$ cat config.mk
export PLATFORM = sky130hd
export DESIGN_NAME = systolic_feeder
export DESIGN_NICKNAME = d
export VERILOG_FILES = /design/src/rtl/systolic_feeder.sv
export SDC_FILE = /design/constraint.sdc
export NUM_CORES = 1
export LEC_CHECK = 0
export BUFFER_PORTS_ARGS = -buffer_cell sky130_fd_sc_hd__buf_2
export CORE_ASPECT_RATIO = 1.2
export CORE_MARGIN = 2
export CORE_UTILIZATION = 49
export CTS_CLUSTER_SIZE = 30
export DETAILED_ROUTE_END_ITERATION = 12
export PLACE_DENSITY = 0.67
export SYNTH_ARGS = -nofsm -noshare
export SYNTH_HDL_FRONTEND = slang
export SYNTH_SLANG_ARGS = --single-unit
$ cat constraint.sdc
create_clock -name clk -period 6.6 [get_ports clk]
set_input_delay 0.33 -clock clk [delete_from_list [all_inputs] [get_ports clk]]
set_output_delay 0.33 -clock clk [all_outputs]
set_load 0.01 [all_outputs]
$ cat src/rtl/systolic_feeder.sv
// Operand skew buffer for a systolic array: collects DEPTH vectors, then streams
// them diagonally so lane i sees vector (t-i) on step t, with a per-lane valid.
module systolic_feeder #(
    parameter int DATA_WIDTH = 16,
    parameter int LANES      = 4,
    parameter int DEPTH      = 4
) (
    input  logic                          clk,
    input  logic                          rst,
    input  logic                          flush,
    input  logic                          load_valid,
    output logic                          load_ready,
    input  logic [LANES*DATA_WIDTH-1:0]   load_data,
    input  logic                          start,
    output logic                          busy,
    output logic                          done,
    output logic [LANES*DATA_WIDTH-1:0]   out_data,
    output logic [LANES-1:0]              lane_valid
);

    localparam int CW = $clog2(DEPTH + 1);
    localparam int TW = $clog2(DEPTH + LANES);
    localparam int AW = (DEPTH > 1) ? $clog2(DEPTH) : 1;

    localparam logic [CW-1:0] WR_FULL = CW'(DEPTH);
    localparam logic [TW-1:0] T_LAST  = TW'(DEPTH + LANES - 2);

    localparam logic [1:0] IDLE   = 2'd0;
    localparam logic [1:0] STREAM = 2'd1;
    localparam logic [1:0] DONE   = 2'd2;

    logic [1:0]                    state;
    logic [CW-1:0]                 wr_count;
    logic [TW-1:0]                 t;
    logic [LANES*DATA_WIDTH-1:0]   buf_mem [DEPTH];
    logic                          load_fire;
    logic                          start_fire;

    assign load_ready = (state == IDLE) && (wr_count < WR_FULL);
    assign busy       = (state != IDLE);
    assign done       = (state == DONE);

    // A load wins over start simply because start only counts once the buffer is full.
    assign load_fire  = load_valid && load_ready && !flush;
    assign start_fire = start && (state == IDLE) && (wr_count == WR_FULL) && !flush;

    // NOTE: sequential state uses non-blocking assignments so every register
    // samples the pre-edge values, independent of statement order.
    always_ff @(posedge clk or posedge rst) begin
        if (rst) begin
            state    <= IDLE;
            wr_count <= '0;
            t        <= '0;
        end else if (flush) begin
            state    <= IDLE;
            wr_count <= '0;
            t        <= '0;
        end else begin
            case (state)
                IDLE: begin
                    if (start_fire) begin
                        state <= STREAM;
                        t     <= '0;
                    end else if (load_fire) begin
                        wr_count <= wr_count + CW'(1);
                    end
                end
                STREAM: begin
                    if (t == T_LAST) begin
                        state <= DONE;
                        t     <= '0;
                    end else begin
                        t <= t + TW'(1);
                    end
                end
                DONE: begin
                    state    <= IDLE;
                    wr_count <= '0;
                end
                default: state <= IDLE;
            endcase
        end
    end

    // NOTE: the buffer is deliberately not reset; wr_count alone decides which
    // slots hold live data, so clearing the array would only cost reset fan-out.
    always_ff @(posedge clk) begin
        if (load_fire)
            buf_mem[wr_count[AW-1:0]] <= load_data;
    end

    // Each lane reads vector (t - i); outside its window the lane is forced to zero.
    for (genvar i = 0; i < LANES; i++) begin : g_lane
        logic [TW-1:0] rel;
        logic          in_window;

        assign rel       = t - TW'(i);
        assign in_window = (state == STREAM) && (t >= TW'(i)) && (rel < TW'(DEPTH));

        assign lane_valid[i] = in_window;
        assign out_data[i*DATA_WIDTH +: DATA_WIDTH] =
            in_window ? buf_mem[rel[AW-1:0]][i*DATA_WIDTH +: DATA_WIDTH] : '0;
    end

endmodule

==> flow_metrics.env <==
export IMPL_p_leak_uw=0.004130
export IMPL_post_cts_resized=0
export IMPL_ctsLongestPathBuffers=3
export IMPL_grt_pass1_wl_microns=29300
export IMPL_period_share=0.5073
export IMPL_coreArea_sq_um=20900
export IMPL_status="completed"
export IMPL_tightest_slew_ns=1.099
export IMPL_yosysMostFrequentCell="edfxtp_1"
export IMPL_p_per_area_nw_per_um2=275.6
export IMPL_r2r_end="buf_mem[3][54]$_DFFE_PP_"
export IMPL_wl_microns=18910
export IMPL_peakVddDrop_mv=0.2196
export IMPL_fin_skew_ns=0.008647
export IMPL_slew_headroom=0.2648
export IMPL_holdPathStages=1
export IMPL_grt_max_degree=65
export IMPL_path_class="flip-flop to primary output"
export IMPL_rsz0062_at_grt="false"
export IMPL_maxCapViolations=0
export IMPL_hold_start="load_data[18]"
export IMPL_yosys_area_top_type="edfxtp_1"
export IMPL_num_rows=58
export IMPL_crit_chain="buf_4 > mux4_2 > nor2b_1 > buf_2"
export IMPL_yosys_top_cells_count="edfxtp_1, mux4_2, nor2b_1, and2_1, inv_1"
export IMPL_synth_cell_types=35
export IMPL_clk_latency_ns=0.51
export IMPL_start_util=0.4968
export IMPL_io_buffers=139
export IMPL_numCtsBuffers=25
export IMPL_drtAntennaViolNets=0
export IMPL_die_width_microns=136.9
export IMPL_drt_iter0_drc=291
export IMPL_max_stage_delay_ns=0.79
export IMPL_grt_pass1_vias=5322
export IMPL_max_freq_mhz=298.6
export IMPL_crit_fanout=43
export IMPL_first_pass_iters=4
export IMPL_synth_edf_count=256
export IMPL_timing_setup_tns_ns=0
export IMPL_gp_congestion=0.7898
export IMPL_synth_nets=560
export IMPL_htreeDepth=1
export IMPL_final_seq_area_sq_um=7891
export IMPL_fin_crit_ns=3.348
export IMPL_hpwl_microns=11100
export IMPL_antenna_found_initial=1
export IMPL_wire_per_inst_microns=20.73
export IMPL_ys_flop_type="edfxtp_1"
export IMPL_die_area_sq_um=22370
export IMPL_post_cts_buffers=0
export IMPL_synth_top_area_share=0.7404
export IMPL_synth_async_sr_flop_share=0.03030
export IMPL_worstPathArrival_ns=3.02
export IMPL_nets=703
export IMPL_syn_to_final_growth_pct=15.73
export IMPL_grt_use_total=0.1731
export IMPL_hp_class="input pin to flip-flop"
export IMPL_synthCells=480
export IMPL_placed_area_sq_um=11240
export IMPL_clock_sinks=264
export IMPL_via_count=4929
export IMPL_ys_warn_count=0
export IMPL_fill_cells=1640
export IMPL_synthTopCellsByArea="edfxtp_1, mux4_2, nor2b_1"
export IMPL_cts_tree="yes"
export IMPL_slew_viol_final=0
export IMPL_reg2reg_from="state[0]$_DFFE_PP0P_"
export IMPL_multi_input_area_sq_um=2250
export IMPL_grt_overflow=0
export IMPL_min_to="buf_mem[1][18]$_DFFE_PP_"
export IMPL_reg2reg_depth=3
export IMPL_clk_pin_slew_ns=0.06
export IMPL_clock_root_buffer="clkbuf_16"
export IMPL_drcViolationCount=0
export IMPL_worst_setup_path_end_kind="primary output"
export IMPL_required_ns=6.27
export IMPL_synth_area_sq_um=10380
export IMPL_fin_area_sq_um=12020
export IMPL_syn_area_per_cell_sq_um=21.63
export IMPL_seq_area_frac_synth=0.7597
export IMPL_finalHoldViolCount=0
export IMPL_die_h_microns=163.5
export IMPL_hold_buffers=1
export IMPL_critPathSlowestCell="buf_4"
export IMPL_final_setup_viol_count=0
export IMPL_worstSetupStartpointType="flip-flop"
export IMPL_vias_per_cell=5.405
export IMPL_io_pin_count=140
export IMPL_ff2ff_setup_slack_ns=4.03
export IMPL_drive_above_1_share=0.3838
export IMPL_ys_ff_latch=264
[placed cells by master (no fill, tap or decap), types with 2 or more instances in the layout]
| cell | count |
|---|---|
| a211o_1 | 2 |
| a211oi_1 | 2 |
| a21oi_1 | 2 |
| a31oi_1 | 2 |
| and2_1 | 16 |
| and2_4 | 4 |
| buf_2 | 139 |
| buf_4 | 3 |
| clkbuf_1 | 9 |
| clkbuf_16 | 25 |
| clkbuf_8 | 3 |
| clkinv_1 | 4 |
| clkinv_2 | 3 |
| dfrtp_1 | 7 |
| edfxtp_1 | 256 |
| ha_1 | 11 |
| inv_1 | 12 |
| mux4_2 | 64 |
| nand2b_1 | 3 |
| nand3_1 | 2 |
| nor2_1 | 4 |
| nor2b_1 | 48 |
| o2bb2ai_1 | 2 |
| o31ai_1 | 2 |
| or3_1 | 2 |
[cells by family after synthesis]
kind of cell | share of synthesized area
flops | 0.7597
simple gates | 0.05182
mux | 0.1388
buf+inv | 0.02458
compound gates | 0.01097
fa+ha+maj | 0.01326
xor+xnor | 0.0008437
[layer usage]
layer  part of all wire  track usage  up-vias
met1               0.41       0.2240     2570
met2               0.52       0.3052      110
met5                  0            0        -
met4              0.020      0.04124        0
li1                   -            -     2218
met3              0.050      0.03135       31
[flip-flops by register name, indices dropped and copies added (netlist names)]
signal,count
buf_mem,256
t,3
wr_count,3
state,2
[where the power goes]
part / switching, uW / internal, uW
clock: 561 / 770
sequential: 9.48 / 1880
combinational: 53.6 / 34.7
total: 624 / 2690
[area by class of cell]
cell class / count / area share
Multi-Input combinational cell: 177 / 0.1872
Tap cell: 270 / 0.02812
Clock inverter: 8 / 0.004998
Inverter: 12 / 0.003749
Timing Repair Buffer: 143 / 0.06061
Sequential cell: 264 / 0.6568
Antenna cell: 1 / 0.0002083
Clock buffer: 37 / 0.05831
[critical path: cells and delay by family (launching register included)]
| family | cells | cell delay [ns] |
|---|---|---|
| flip-flops | 1 | 0.75 |
| buffers and inverters | 2 | 0.97 |
| multiplexers | 1 | 0.60 |
| AND/OR/NAND/NOR | 1 | 0.15 |
[worst max-delay path by stage]
stage	startpoint	endpoint	depth (start not counted)
3_3_place_gp	t[0]$_DFFE_PP0P_	out_data[48]	4
4_1_cts	t[0]$_DFFE_PP0P_	out_data[48]	4
5_1_grt	t[0]$_DFFE_PP0P_	out_data[55]	4
3_5_place_dp	t[0]$_DFFE_PP0P_	out_data[48]	4
6_report	t[0]$_DFFE_PP0P_	out_data[30]	4
2_1_floorplan	state[0]$_DFFE_PP0P_	buf_mem[1][0]$_DFFE_PP_	4
[per-stage QoR]
stage	util	hold WS [ns]	power (uW)	instances	worst slack, ns
after global placement	0.5379	0.3122	2011	865	3.617
after CTS	0.5748	0.01685	3344	911	3.082
after floorplan	-	0.1457	1967	480	3.502
final	0.5749	0.03826	3312	912	3.252
after global routing	0.5748	0.02249	3423	911	2.962
after detailed placement	0.5379	0.3085	2019	865	3.629
Note: power is estimated with default switching activity, not from simulation.
